==> src/rtl/id_ex_stage_pkg.sv <==
`default_nettype none
// +-----------------------------------------------------------------------+
// | id_ex_stage_pkg: control-word layout shared by decoder and ID/EX stage |
// | Revision: 1.0                                                          |
// +-----------------------------------------------------------------------+
package id_ex_stage_pkg;

  localparam int CTRL_W = 14;

  localparam int CTL_REG_DST    = 13;
  localparam int CTL_ALU_SRC    = 12;
  localparam int CTL_MEM_TO_REG = 11;
  localparam int CTL_REG_WRITE  = 10;
  localparam int CTL_MEM_READ   = 9;
  localparam int CTL_MEM_WRITE  = 8;
  localparam int CTL_BRANCH     = 7;
  localparam int CTL_ALU_OP_HI  = 6;
  localparam int CTL_ALU_OP_LO  = 4;
  localparam int CTL_EXT_TYPE   = 3;
  localparam int CTL_BNE        = 2;
  localparam int CTL_DSIZE_HI   = 1;
  localparam int CTL_DSIZE_LO   = 0;

  typedef logic [CTRL_W-1:0] ctrl_t;

  // All-zero control word is the pipeline bubble: no write, no memory access.
  localparam ctrl_t CTRL_NOP = '0;

  function automatic logic uses_rt(input ctrl_t c);
    return c[CTL_REG_DST] | c[CTL_MEM_WRITE] | c[CTL_BRANCH] | c[CTL_BNE];
  endfunction

endpackage
`default_nettype wire

==> src/rtl/id_ex_stage_if.sv <==
`default_nettype none
// +-----------------------------------------------------------------------+
// | id_ex_stage_if: D-stage inputs and E-stage outputs of the ID/EX stage  |
// | Revision: 1.0                                                          |
// +-----------------------------------------------------------------------+
interface id_ex_stage_if #(
  parameter int DATA_W = 32,
  parameter int REG_AW = 5
);
  id_ex_stage_pkg::ctrl_t Ctrl_D;
  logic                   Valid_D;
  logic [REG_AW-1:0]      Rs_D;
  logic [REG_AW-1:0]      Rt_D;
  logic [REG_AW-1:0]      Rd_D;
  logic [DATA_W-1:0]      RD1_D;
  logic [DATA_W-1:0]      RD2_D;
  logic [DATA_W-1:0]      Imm_D;
  logic                   Flush_E;
  logic                   Hold;

  id_ex_stage_pkg::ctrl_t Ctrl_E;
  logic                   Valid_E;
  logic [REG_AW-1:0]      Rs_E;
  logic [REG_AW-1:0]      Rt_E;
  logic [REG_AW-1:0]      Write_Reg_E;
  logic [DATA_W-1:0]      RD1_E;
  logic [DATA_W-1:0]      RD2_E;
  logic [DATA_W-1:0]      Imm_E;
  logic                   Stall_F;
  logic                   Stall_D;

  modport master (
    output Ctrl_D, Valid_D, Rs_D, Rt_D, Rd_D, RD1_D, RD2_D, Imm_D, Flush_E, Hold,
    input  Ctrl_E, Valid_E, Rs_E, Rt_E, Write_Reg_E, RD1_E, RD2_E, Imm_E,
           Stall_F, Stall_D
  );

  modport slave (
    input  Ctrl_D, Valid_D, Rs_D, Rt_D, Rd_D, RD1_D, RD2_D, Imm_D, Flush_E, Hold,
    output Ctrl_E, Valid_E, Rs_E, Rt_E, Write_Reg_E, RD1_E, RD2_E, Imm_E,
           Stall_F, Stall_D
  );
endinterface
`default_nettype wire

==> src/rtl/id_ex_stage_load_use_detect.sv <==
`default_nettype none
// +-----------------------------------------------------------------------+
// | load_use_detect: flags a D-stage instruction that needs a load in E    |
// | Revision: 1.0                                                          |
// +-----------------------------------------------------------------------+
module load_use_detect
  import id_ex_stage_pkg::*;
#(
  parameter int REG_AW = 5
) (
  input  ctrl_t             ctrl_e_i,
  input  logic              valid_e_i,
  input  logic [REG_AW-1:0] rt_e_i,
  input  ctrl_t             ctrl_d_i,
  input  logic              valid_d_i,
  input  logic [REG_AW-1:0] rs_d_i,
  input  logic [REG_AW-1:0] rt_d_i,
  output logic              lu_hazard_o
);
  logic w_uses_rt;
  logic w_unused_ctrl;

  assign w_uses_rt     = uses_rt(ctrl_d_i);
  assign w_unused_ctrl = ^{ctrl_e_i, ctrl_d_i};

  // A load into $0 never produces a value worth waiting for.
  assign lu_hazard_o = valid_e_i & ctrl_e_i[CTL_MEM_READ] & (rt_e_i != '0) & valid_d_i &
                       ((rt_e_i == rs_d_i) | (w_uses_rt & (rt_e_i == rt_d_i)));

endmodule
`default_nettype wire

==> src/rtl/id_ex_stage.sv <==
`default_nettype none
// +-----------------------------------------------------------------------+
// | id_ex_stage: ID/EX pipeline register with load-use stall and flush.    |
// | Optional ID_EX_PERF_CNT_EN adds saturating bubble/hold counters.       |
// | Revision: 1.0                                                          |
// +-----------------------------------------------------------------------+
module id_ex_stage
  import id_ex_stage_pkg::*;
#(
  parameter int DATA_W = 32,
  parameter int REG_AW = 5
) (
  input  logic         clk,
  input  logic         rst_n,
  id_ex_stage_if.slave bus
`ifdef ID_EX_PERF_CNT_EN
  ,
  output logic [31:0]  Bubble_Cnt,
  output logic [31:0]  Hold_Cnt
`endif
);
  ctrl_t             ctrl_q,  ctrl_d;
  logic              valid_q, valid_d;
  logic [REG_AW-1:0] rs_q,  rs_d;
  logic [REG_AW-1:0] rt_q,  rt_d;
  logic [REG_AW-1:0] wr_q,  wr_d;
  logic [DATA_W-1:0] rd1_q, rd1_d;
  logic [DATA_W-1:0] rd2_q, rd2_d;
  logic [DATA_W-1:0] imm_q, imm_d;
  logic              w_lu_hazard;
  logic              w_bubble;

  load_use_detect #(.REG_AW(REG_AW)) u_load_use_detect (
    .ctrl_e_i    (ctrl_q),
    .valid_e_i   (valid_q),
    .rt_e_i      (rt_q),
    .ctrl_d_i    (bus.Ctrl_D),
    .valid_d_i   (bus.Valid_D),
    .rs_d_i      (bus.Rs_D),
    .rt_d_i      (bus.Rt_D),
    .lu_hazard_o (w_lu_hazard)
  );

  assign w_bubble    = bus.Flush_E | w_lu_hazard;
  assign bus.Stall_F = bus.Hold | w_lu_hazard;
  assign bus.Stall_D = bus.Hold | w_lu_hazard;

  // Hold outranks bubble insertion, so a stalled load stays in E until Hold drops.
  always_comb begin
    ctrl_d  = ctrl_q;
    valid_d = valid_q;
    rs_d    = rs_q;
    rt_d    = rt_q;
    wr_d    = wr_q;
    rd1_d   = rd1_q;
    rd2_d   = rd2_q;
    imm_d   = imm_q;
    if (!bus.Hold) begin
      if (w_bubble) begin
        ctrl_d  = CTRL_NOP;
        valid_d = 1'b0;
        rs_d    = '0;
        rt_d    = '0;
        wr_d    = '0;
        rd1_d   = '0;
        rd2_d   = '0;
        imm_d   = '0;
      end else begin
        ctrl_d  = bus.Valid_D ? bus.Ctrl_D : CTRL_NOP;
        valid_d = bus.Valid_D;
        rs_d    = bus.Rs_D;
        rt_d    = bus.Rt_D;
        wr_d    = bus.Ctrl_D[CTL_REG_DST] ? bus.Rd_D : bus.Rt_D;
        rd1_d   = bus.RD1_D;
        rd2_d   = bus.RD2_D;
        imm_d   = bus.Imm_D;
      end
    end
  end

  always_ff @(posedge clk or negedge rst_n) begin
    if (!rst_n) begin
      ctrl_q  <= CTRL_NOP;
      valid_q <= 1'b0;
      rs_q    <= '0;
      rt_q    <= '0;
      wr_q    <= '0;
      rd1_q   <= '0;
      rd2_q   <= '0;
      imm_q   <= '0;
    end else begin
      ctrl_q  <= ctrl_d;
      valid_q <= valid_d;
      rs_q    <= rs_d;
      rt_q    <= rt_d;
      wr_q    <= wr_d;
      rd1_q   <= rd1_d;
      rd2_q   <= rd2_d;
      imm_q   <= imm_d;
    end
  end

  assign bus.Ctrl_E      = ctrl_q;
  assign bus.Valid_E     = valid_q;
  assign bus.Rs_E        = rs_q;
  assign bus.Rt_E        = rt_q;
  assign bus.Write_Reg_E = wr_q;
  assign bus.RD1_E       = rd1_q;
  assign bus.RD2_E       = rd2_q;
  assign bus.Imm_E       = imm_q;

`ifdef ID_EX_PERF_CNT_EN
  logic [31:0] bubble_cnt_q;
  logic [31:0] hold_cnt_q;

  always_ff @(posedge clk or negedge rst_n) begin
    if (!rst_n) begin
      bubble_cnt_q <= '0;
      hold_cnt_q   <= '0;
    end else begin
      if (!bus.Hold && w_bubble && (bubble_cnt_q != '1)) begin
        bubble_cnt_q <= bubble_cnt_q + 32'd1;
      end
      if (bus.Hold && (hold_cnt_q != '1)) begin
        hold_cnt_q <= hold_cnt_q + 32'd1;
      end
    end
  end

  assign Bubble_Cnt = bubble_cnt_q;
  assign Hold_Cnt   = hold_cnt_q;
`endif

endmodule
`default_nettype wire

==> src/flat_wrapper.sv <==
// flat-port wrapper written by rule: the top's interface ports become plain ports
module id_ex_stage_flat import id_ex_stage_pkg::*;
#(
  parameter int DATA_W = 32,
  parameter int REG_AW = 5
)
  (clk, rst_n, bus_Ctrl_D, bus_Valid_D, bus_Rs_D, bus_Rt_D, bus_Rd_D, bus_RD1_D, bus_RD2_D, bus_Imm_D, bus_Flush_E, bus_Hold, bus_Ctrl_E, bus_Valid_E, bus_Rs_E, bus_Rt_E, bus_Write_Reg_E, bus_RD1_E, bus_RD2_E, bus_Imm_E, bus_Stall_F, bus_Stall_D);
  id_ex_stage_if #(.DATA_W(DATA_W), .REG_AW(REG_AW)) bus_i ();
  input  logic clk;
  input  logic rst_n;
  input wire logic [$bits(bus_i.Ctrl_D)-1:0] bus_Ctrl_D;
  input wire logic [$bits(bus_i.Valid_D)-1:0] bus_Valid_D;
  input wire logic [$bits(bus_i.Rs_D)-1:0] bus_Rs_D;
  input wire logic [$bits(bus_i.Rt_D)-1:0] bus_Rt_D;
  input wire logic [$bits(bus_i.Rd_D)-1:0] bus_Rd_D;
  input wire logic [$bits(bus_i.RD1_D)-1:0] bus_RD1_D;
  input wire logic [$bits(bus_i.RD2_D)-1:0] bus_RD2_D;
  input wire logic [$bits(bus_i.Imm_D)-1:0] bus_Imm_D;
  input wire logic [$bits(bus_i.Flush_E)-1:0] bus_Flush_E;
  input wire logic [$bits(bus_i.Hold)-1:0] bus_Hold;
  output wire logic [$bits(bus_i.Ctrl_E)-1:0] bus_Ctrl_E;
  output wire logic [$bits(bus_i.Valid_E)-1:0] bus_Valid_E;
  output wire logic [$bits(bus_i.Rs_E)-1:0] bus_Rs_E;
  output wire logic [$bits(bus_i.Rt_E)-1:0] bus_Rt_E;
  output wire logic [$bits(bus_i.Write_Reg_E)-1:0] bus_Write_Reg_E;
  output wire logic [$bits(bus_i.RD1_E)-1:0] bus_RD1_E;
  output wire logic [$bits(bus_i.RD2_E)-1:0] bus_RD2_E;
  output wire logic [$bits(bus_i.Imm_E)-1:0] bus_Imm_E;
  output wire logic [$bits(bus_i.Stall_F)-1:0] bus_Stall_F;
  output wire logic [$bits(bus_i.Stall_D)-1:0] bus_Stall_D;
  assign bus_i.Ctrl_D = bus_Ctrl_D;
  assign bus_i.Valid_D = bus_Valid_D;
  assign bus_i.Rs_D = bus_Rs_D;
  assign bus_i.Rt_D = bus_Rt_D;
  assign bus_i.Rd_D = bus_Rd_D;
  assign bus_i.RD1_D = bus_RD1_D;
  assign bus_i.RD2_D = bus_RD2_D;
  assign bus_i.Imm_D = bus_Imm_D;
  assign bus_i.Flush_E = bus_Flush_E;
  assign bus_i.Hold = bus_Hold;
  assign bus_Ctrl_E = bus_i.Ctrl_E;
  assign bus_Valid_E = bus_i.Valid_E;
  assign bus_Rs_E = bus_i.Rs_E;
  assign bus_Rt_E = bus_i.Rt_E;
  assign bus_Write_Reg_E = bus_i.Write_Reg_E;
  assign bus_RD1_E = bus_i.RD1_E;
  assign bus_RD2_E = bus_i.RD2_E;
  assign bus_Imm_E = bus_i.Imm_E;
  assign bus_Stall_F = bus_i.Stall_F;
  assign bus_Stall_D = bus_i.Stall_D;
  id_ex_stage #(.DATA_W(DATA_W), .REG_AW(REG_AW)) u_core (.clk(clk), .rst_n(rst_n), .bus(bus_i));
endmodule
==> config.mk <==
export PLATFORM = sky130hd
export DESIGN_NAME = id_ex_stage_flat
export DESIGN_NICKNAME = d
export VERILOG_FILES = /design/src/rtl/id_ex_stage_pkg.sv /design/src/rtl/id_ex_stage_if.sv /design/src/rtl/id_ex_stage_load_use_detect.sv /design/src/rtl/id_ex_stage.sv /design/src/flat_wrapper.sv
export SDC_FILE = /design/constraint.sdc
export NUM_CORES = 1
export LEC_CHECK = 0
export ABC_AREA = 1
export CAP_MARGIN = 20
export CELL_PAD_IN_SITES_DETAIL_PLACEMENT = 1
export CELL_PAD_IN_SITES_GLOBAL_PLACEMENT = 2
export CORE_ASPECT_RATIO = 2
export CORE_MARGIN = 4
export CORE_UTILIZATION = 21
export DETAILED_ROUTE_END_ITERATION = 10
export PLACE_DENSITY_LB_ADDON = 0.08
export SYNTH_ARGS = -nofsm -noshare
export SYNTH_HDL_FRONTEND = slang
export SYNTH_SLANG_ARGS = --single-unit
==> constraint.sdc <==
create_clock -name clk -period 1.6 [get_ports clk]
set_clock_uncertainty 0.1 [all_clocks]
set_input_delay 0.32 -clock clk [delete_from_list [all_inputs] [get_ports clk]]
set_output_delay 0.32 -clock clk [all_outputs]
set_load 0.02 [all_outputs]
**Word-level counts from Yosys, hierarchy flattened**

Index checks and enable logic that the tools add are counted.

- Register bits after elaboration: 126
- Bits in latches: 0
- RAM bits: 0
- ROM bits: 0
- Input bits: 130
- Output and inout bits: 128
- Word-level logic and storage cells: 32
- Memories kept: 0

- Add/subtract/negate cells: 0
- Multiply operators: 0
- Div/mod/pow operators: 0
- Order comparisons: 0
- Eq/ne operators: 2
- Shift operators: 0
- Muxes and demuxes: 10
- Bitwise logic cells: 11
- Reductions and logical operators: 1

Operators with widths:

| cell | count |
|---|---|
| 32-bit 2-to-1 mux | 3 |
| 14-bit 2-to-1 mux | 2 |
| 5-bit 2-to-1 mux | 4 |
| 5-bit equality test | 2 |
| 1-bit bitwise OR | 6 |
| 1-bit bitwise AND | 5 |
| 5-bit nonzero test | 1 |
| 1-bit 2-to-1 mux | 1 |

**Depth between registers and ports, before layout**

- Depth after elaboration: 8
- Depth in mapped cells: 12
- Depth with buffers taken out: 10

**By module**

From an unflattened synthesis, not the netlist that was laid out.

- Cell total of the unflattened synthesis: 611
- Area, all modules: 5,139.9 µm²

Modules (own cells, without submodules):

| module | instances | cells an instance | area each (µm²) | seq. area each (µm²) |
|---|---|---|---|---|
| id_ex_stage | 1 | 555 | 4,899.7 | 3,153.0 |
| load_use_detect | 1 | 56 | 240.2 | 0.0 |

**Worst setup path after synthesis**

OpenSTA, ideal clock, no wires.

- Path type: register to output
- Start: reg u_core.rt_q[1] (netlist: u_core.bus.Rt_E[1])
- End: out bus_Stall_F
- Arrival: 1.484 ns
- Required time: 1.180 ns
- Slack: -0.304 ns
- Cell stages (with the launch flop): 12
- Path buffers: 3
- Cells stage by stage: dfrtp_1 > inv_2 > nand2_1 > nand2_1 > nor2_1 > nand3_2 > nand2_2 > nand2_4 > nand2_4 > buf_12 > buf_12 > buf_4

- Longest elaborated chain between the ends: 5
- Elaborated cells on any way between the ends: 9
- Classes of those cells: 2 x eq/ne; 6 x bitwise; 1 x reduce/logical

Ends and longest elaborated chain:

| element | line | source |
|---|---|---|
| start, declared | id_ex_stage.sv:25 | `logic [REG_AW-1:0] rt_q, rt_d;` |
| start signal, assigned | id_ex_stage.sv:95 | `rt_q <= rt_d;` |
| 5-bit equality test / 5-bit nonzero test (equally long branches) | id_ex_stage_load_use_detect.sv:28, id_ex_stage_load_use_detect.sv:27 |  |
| 1-bit bitwise AND, on equally long branches | id_ex_stage_load_use_detect.sv:28, id_ex_stage_load_use_detect.sv:27 |  |
| 1-bit bitwise OR / 1-bit bitwise AND (equally long branches) | id_ex_stage_load_use_detect.sv:28, id_ex_stage_load_use_detect.sv:27 |  |
| 1-bit bitwise AND (*) | id_ex_stage_load_use_detect.sv:27 | `assign lu_hazard_o = valid_e_i & ctrl_e_i[CTL_MEM_READ] & (rt_e_i != '0) & valid_d_i &` |
| 1-bit bitwise OR (*) | n/a |  |
| end, declared | flat_wrapper.sv:29 | `output wire logic [$bits(bus_i.Stall_F)-1:0] bus_Stall_F;` |

Mark *: on every way between the ends. The rest lies on a longest branch, timed or not.

**Worst setup path after layout**

- Start: reg u_core.rt_q[4] (netlist: u_core.bus.Rt_E[4])
- End: out bus_Stall_F

- Longest elaborated chain between the ends: 5
- Elaborated cells on any way between the ends: 9
- Classes of those cells: 2 x eq/ne; 6 x bitwise; 1 x reduce/logical

Ends and longest elaborated chain:

| element | line | source |
|---|---|---|
| 5-bit equality test / 5-bit nonzero test (equally long branches) | id_ex_stage_load_use_detect.sv:28, id_ex_stage_load_use_detect.sv:27 |  |
| 1-bit bitwise AND, on equally long branches | id_ex_stage_load_use_detect.sv:28, id_ex_stage_load_use_detect.sv:27 |  |
| 1-bit bitwise OR / 1-bit bitwise AND (equally long branches) | id_ex_stage_load_use_detect.sv:28, id_ex_stage_load_use_detect.sv:27 |  |
| 1-bit bitwise AND (*) | id_ex_stage_load_use_detect.sv:27 |  |
| 1-bit bitwise OR (*) | id_ex_stage.sv:45 | `assign bus.Stall_F = bus.Hold \| w_lu_hazard;` |

Marked as above.

==> run summary <==
====================================================================================
All-Layer GR Usage                                                            0.1592
PortBufs                                                                         257
Post-layout net count                                                           1070
Power per unit of standard cell area                                    956.0 nW/um2
Synthesized area per cell                                                  9.013 um2
Final HPWL from detailed placement                                          17.57 mm
Most common cell after layout, fill and taps aside                           nand2_1
Antenna Nets Post-Route                                                            0
Worst min-delay path class                                                  in2async
Worst Path Max Fanout                                                              5
Top cell family by delay on the critical path                             flip-flops
Part of the total power dissipated in the clock network                        0.402
Part of the cycle the worst path needs                                         1.267
Initial antenna violation count                                                    0
Final routed DRC violation total                                                   0
Fraction of power spent switching nets                                        0.2831
Routed wire per std cell                                                    18.92 um
Relative max-transition margin                                                0.7247
Worst Setup Slack post-DPL                                                 -891.0 ps
Top library cells by usage in the layout, fill and taps aside           nand2_1 (266), clkdlybuf4s50_1 (127), dfrtp_1 (121), o21ai_2 (87), clkdlybuf4s15_1 (62)
Area of the mapped netlist                                                  5768 um2
Final worst setup slack                                                    -428.0 ps
Clock root buffer                                                          clkbuf_16
Standby leakage power                                                       4.682 nW
Synth cell types                                                                  21
Max Freq                                                                   493.1 MHz
Total number of yosys warnings                                                     0
Post-synthesis sequential element count                                          126
Seq pwr share                                                                  0.382
Number of rows in the core area                                                   85
H-tree depth                                                                       4
Proportion of layout cells with a drive suffix above 1                        0.2511
Filler cells                                                                    3152
Run status                                                              finished, violations left
Worst hold slack across all endpoints                                       255.8 ps
RSZ-0062 raised after global routing                                            true
Core Box Area                                                              27010 um2
Number of nets in the synthesized netlist                                        770
Failing checks                                                          setup timing
Final Hold Vio Count                                                               0
Count of buffering cells on the critical path with inverters included              3
Number of antenna cells inserted                                                   0
Area grow syn2layout                                                          70.41%
Total Die Area                                                             30340 um2
Clock tree from TritonCTS                                                        yes
Period minus WS final                                                        2028 ps
Classification of the worst setup path                                       reg2out
Global-route congestion overflow total                                             0
Clock insertion delay at the later pin of the skew report                     420 ps
Iteration-0 DRC Markers                                                          129
GPL Wtd Cong                                                                  0.7476
Least-Margin Pin Slew                                                       413.0 ps
Vias after detailed routing                                                     5489
Delay of the slowest cell on the worst path                                   450 ps
Overall die width                                                           125.2 um
Slowest-stage cell, CP                                                       dfrtp_2
Internal power consumption                                                  6.737 mW
Vias in the first global route                                                  6248
IR drop worst, VDD                                                         0.5534 mV
Number of buffers inserted during clock tree synthesis                            17
Required arrival time at the worst endpoint                                  1180 ps
Cell-by-cell listing of the critical path                               buf_6, nor2_4, nand4_1, nand4_1, inv_2, nand2_4, nand2_8, buf_6
Sw power                                                                    2.661 mW
CTS sink count                                                                   126
Final number of setup-violating endpoints                                        113
CTS clk-pin slew, worst paths                                                  50 ps
Maximum number of pins on one net before global-route repair                      65
Relative contribution of combinational cells to total power                    0.217
Setup crit start kind                                                       register
Share of synthesized area occupied by flip-flops and latches                  0.5466
Overall power consumption                                                   9.397 mW
I/O pin total                                                                    258
Post-synthesis cell count                                                        640
Y dimension of the die                                                      242.4 um
Max-capacitance violation count                                                    0
Number of pins with negative max-slew slack in the final report                    0
Number of iterations in the first detailed-routing pass                            4
Number of vias per cell                                                        4.222
Arrival @ worst endpoint                                                     1610 ps
Clock Tree Buf Depth                                                               2
Kind of end point of the critical path                                   output port
Global-route wire length before repair                                      37.10 mm
Final WL                                                                    24.60 mm
Initial core utilization                                                      0.2135
====================================================================================
-- per-layer routing --
layer / part of all wire / vias to the layer above / GRT usage
met5: 0 / - / 0
met4: 0.012 / 0 / 0.04310
met3: 0.055 / 15 / 0.04854
met2: 0.58 / 163 / 0.3072
met1: 0.35 / 2685 / 0.1633
li1: - / 2626 / -
-- logic make-up after synthesis --
kind of cell / Yosys count / synth area share
xor gates and xnor gates: 1 / 0.001519
DFF: 126 / 0.5466
and+or+nand+nor: 320 / 0.2215
AOI/OAI and AO/OA: 116 / 0.1531
buffers and inverters: 77 / 0.07722
-- cells in the mapped netlist --
| cell type | number | area share |
|---|---|---|
| o21ai_2 | 79 | 0.12 |
| o22ai_1 | 5 | 0.0054 |
| nor2_2 | 1 | 0.0011 |
| xnor2_1 | 1 | 0.0015 |
| nand2_4 | 2 | 0.0039 |
| dfrtp_1 | 126 | 0.55 |
| nor2_1 | 25 | 0.016 |
| nand3_2 | 1 | 0.0017 |
| buf_4 | 1 | 0.0013 |
| nand4_1 | 17 | 0.018 |
| inv_2 | 5 | 0.0033 |
| buf_1 | 1 | 0.00065 |
| clkbuf_1 | 29 | 0.019 |
| nand2_1 | 267 | 0.17 |
| nand2_2 | 1 | 0.0011 |
| clkinv_1 | 1 | 0.00065 |
| buf_12 | 9 | 0.031 |
| buf_2 | 5 | 0.0043 |
| nand3_1 | 6 | 0.0052 |
| inv_1 | 26 | 0.017 |
| o21ai_0 | 32 | 0.028 |
-- flip-flops by register name, indices dropped and copies added, names as in the netlist --
| name | flops |
|---|---|
| u_core.bus.Ctrl_E | 14 |
| u_core.bus.Imm_E | 32 |
| u_core.bus.RD1_E | 32 |
| u_core.bus.RD2_E | 32 |
| u_core.bus.Rs_E | 5 |
| u_core.bus.Rt_E | 5 |
| u_core.bus.Valid_E | 1 |
| u_core.bus.Write_Reg_E | 5 |
-- final cells by class --
cell class	instances	area [um2]	share of cell area
Sequential cell	126	3159	0.3214
Clock inverter	7	87.58	0.008910
Clock buffer	24	471.7	0.04799
Timing Repair Buffer	326	3332	0.3390
Multi-Input combinational cell	437	2221	0.2259
Inverter	32	122.6	0.01247
Tap cell	348	435.4	0.04430
-- what timing repair did --
item                                    4_1_cts  5_1_grt
endpoints found under the setup margin      253      191
endpoints found under the hold margin        29        0
pin swaps                                     0        6
gates resized for setup                     221      111
hold buffers                                  1        0
cloned                                        3        7
buffers inserted                              3        5
-- power groups by stage --
stage               logic [mW]  registers (mW)  clock network, mW
floorplan                0.571            3.92                  0
global placement          2.06            3.63                  0
detailed placement        2.07            3.64                  0
CTS                       2.00            3.59               3.92
global route              2.21            3.62               4.07
finish                    2.04            3.59               3.77
-- worst paths after layout --
check / start / endpoint / slack, ps / depth (start not counted)
min: rst_n / u_core.bus.Imm_E[27] / 260 / 2
max: u_core.bus.Rt_E[4] / bus_Stall_F / -430 / 8
max reg2reg: u_core.bus.Rt_E[4] / u_core.bus.RD2_E[12] / -330 / 12
min in group clk: bus_Hold / u_core.bus.Valid_E / 320 / 5
min reg2reg: u_core.bus.Rs_E[2] / u_core.bus.Rs_E[2] / 370 / 2
max in group asynchronous: rst_n / u_core.bus.RD1_E[29] / 570 / 3
-- per-stage QoR --
stage          cells  instance area, um2  setup TNS [ps]    util
2_1_floorplan    640                5782          -303.2       -
3_3_place_gp    1252                8946          -88710  0.3312
3_5_place_dp    1252                8946          -87660  0.3312
4_1_cts         1290                9599          -34070  0.3554
5_1_grt         1300                9829          -37750  0.3639
6_report        1300                9829          -20630  0.3639
No activity file was read; power rests on OpenSTA's default activity.
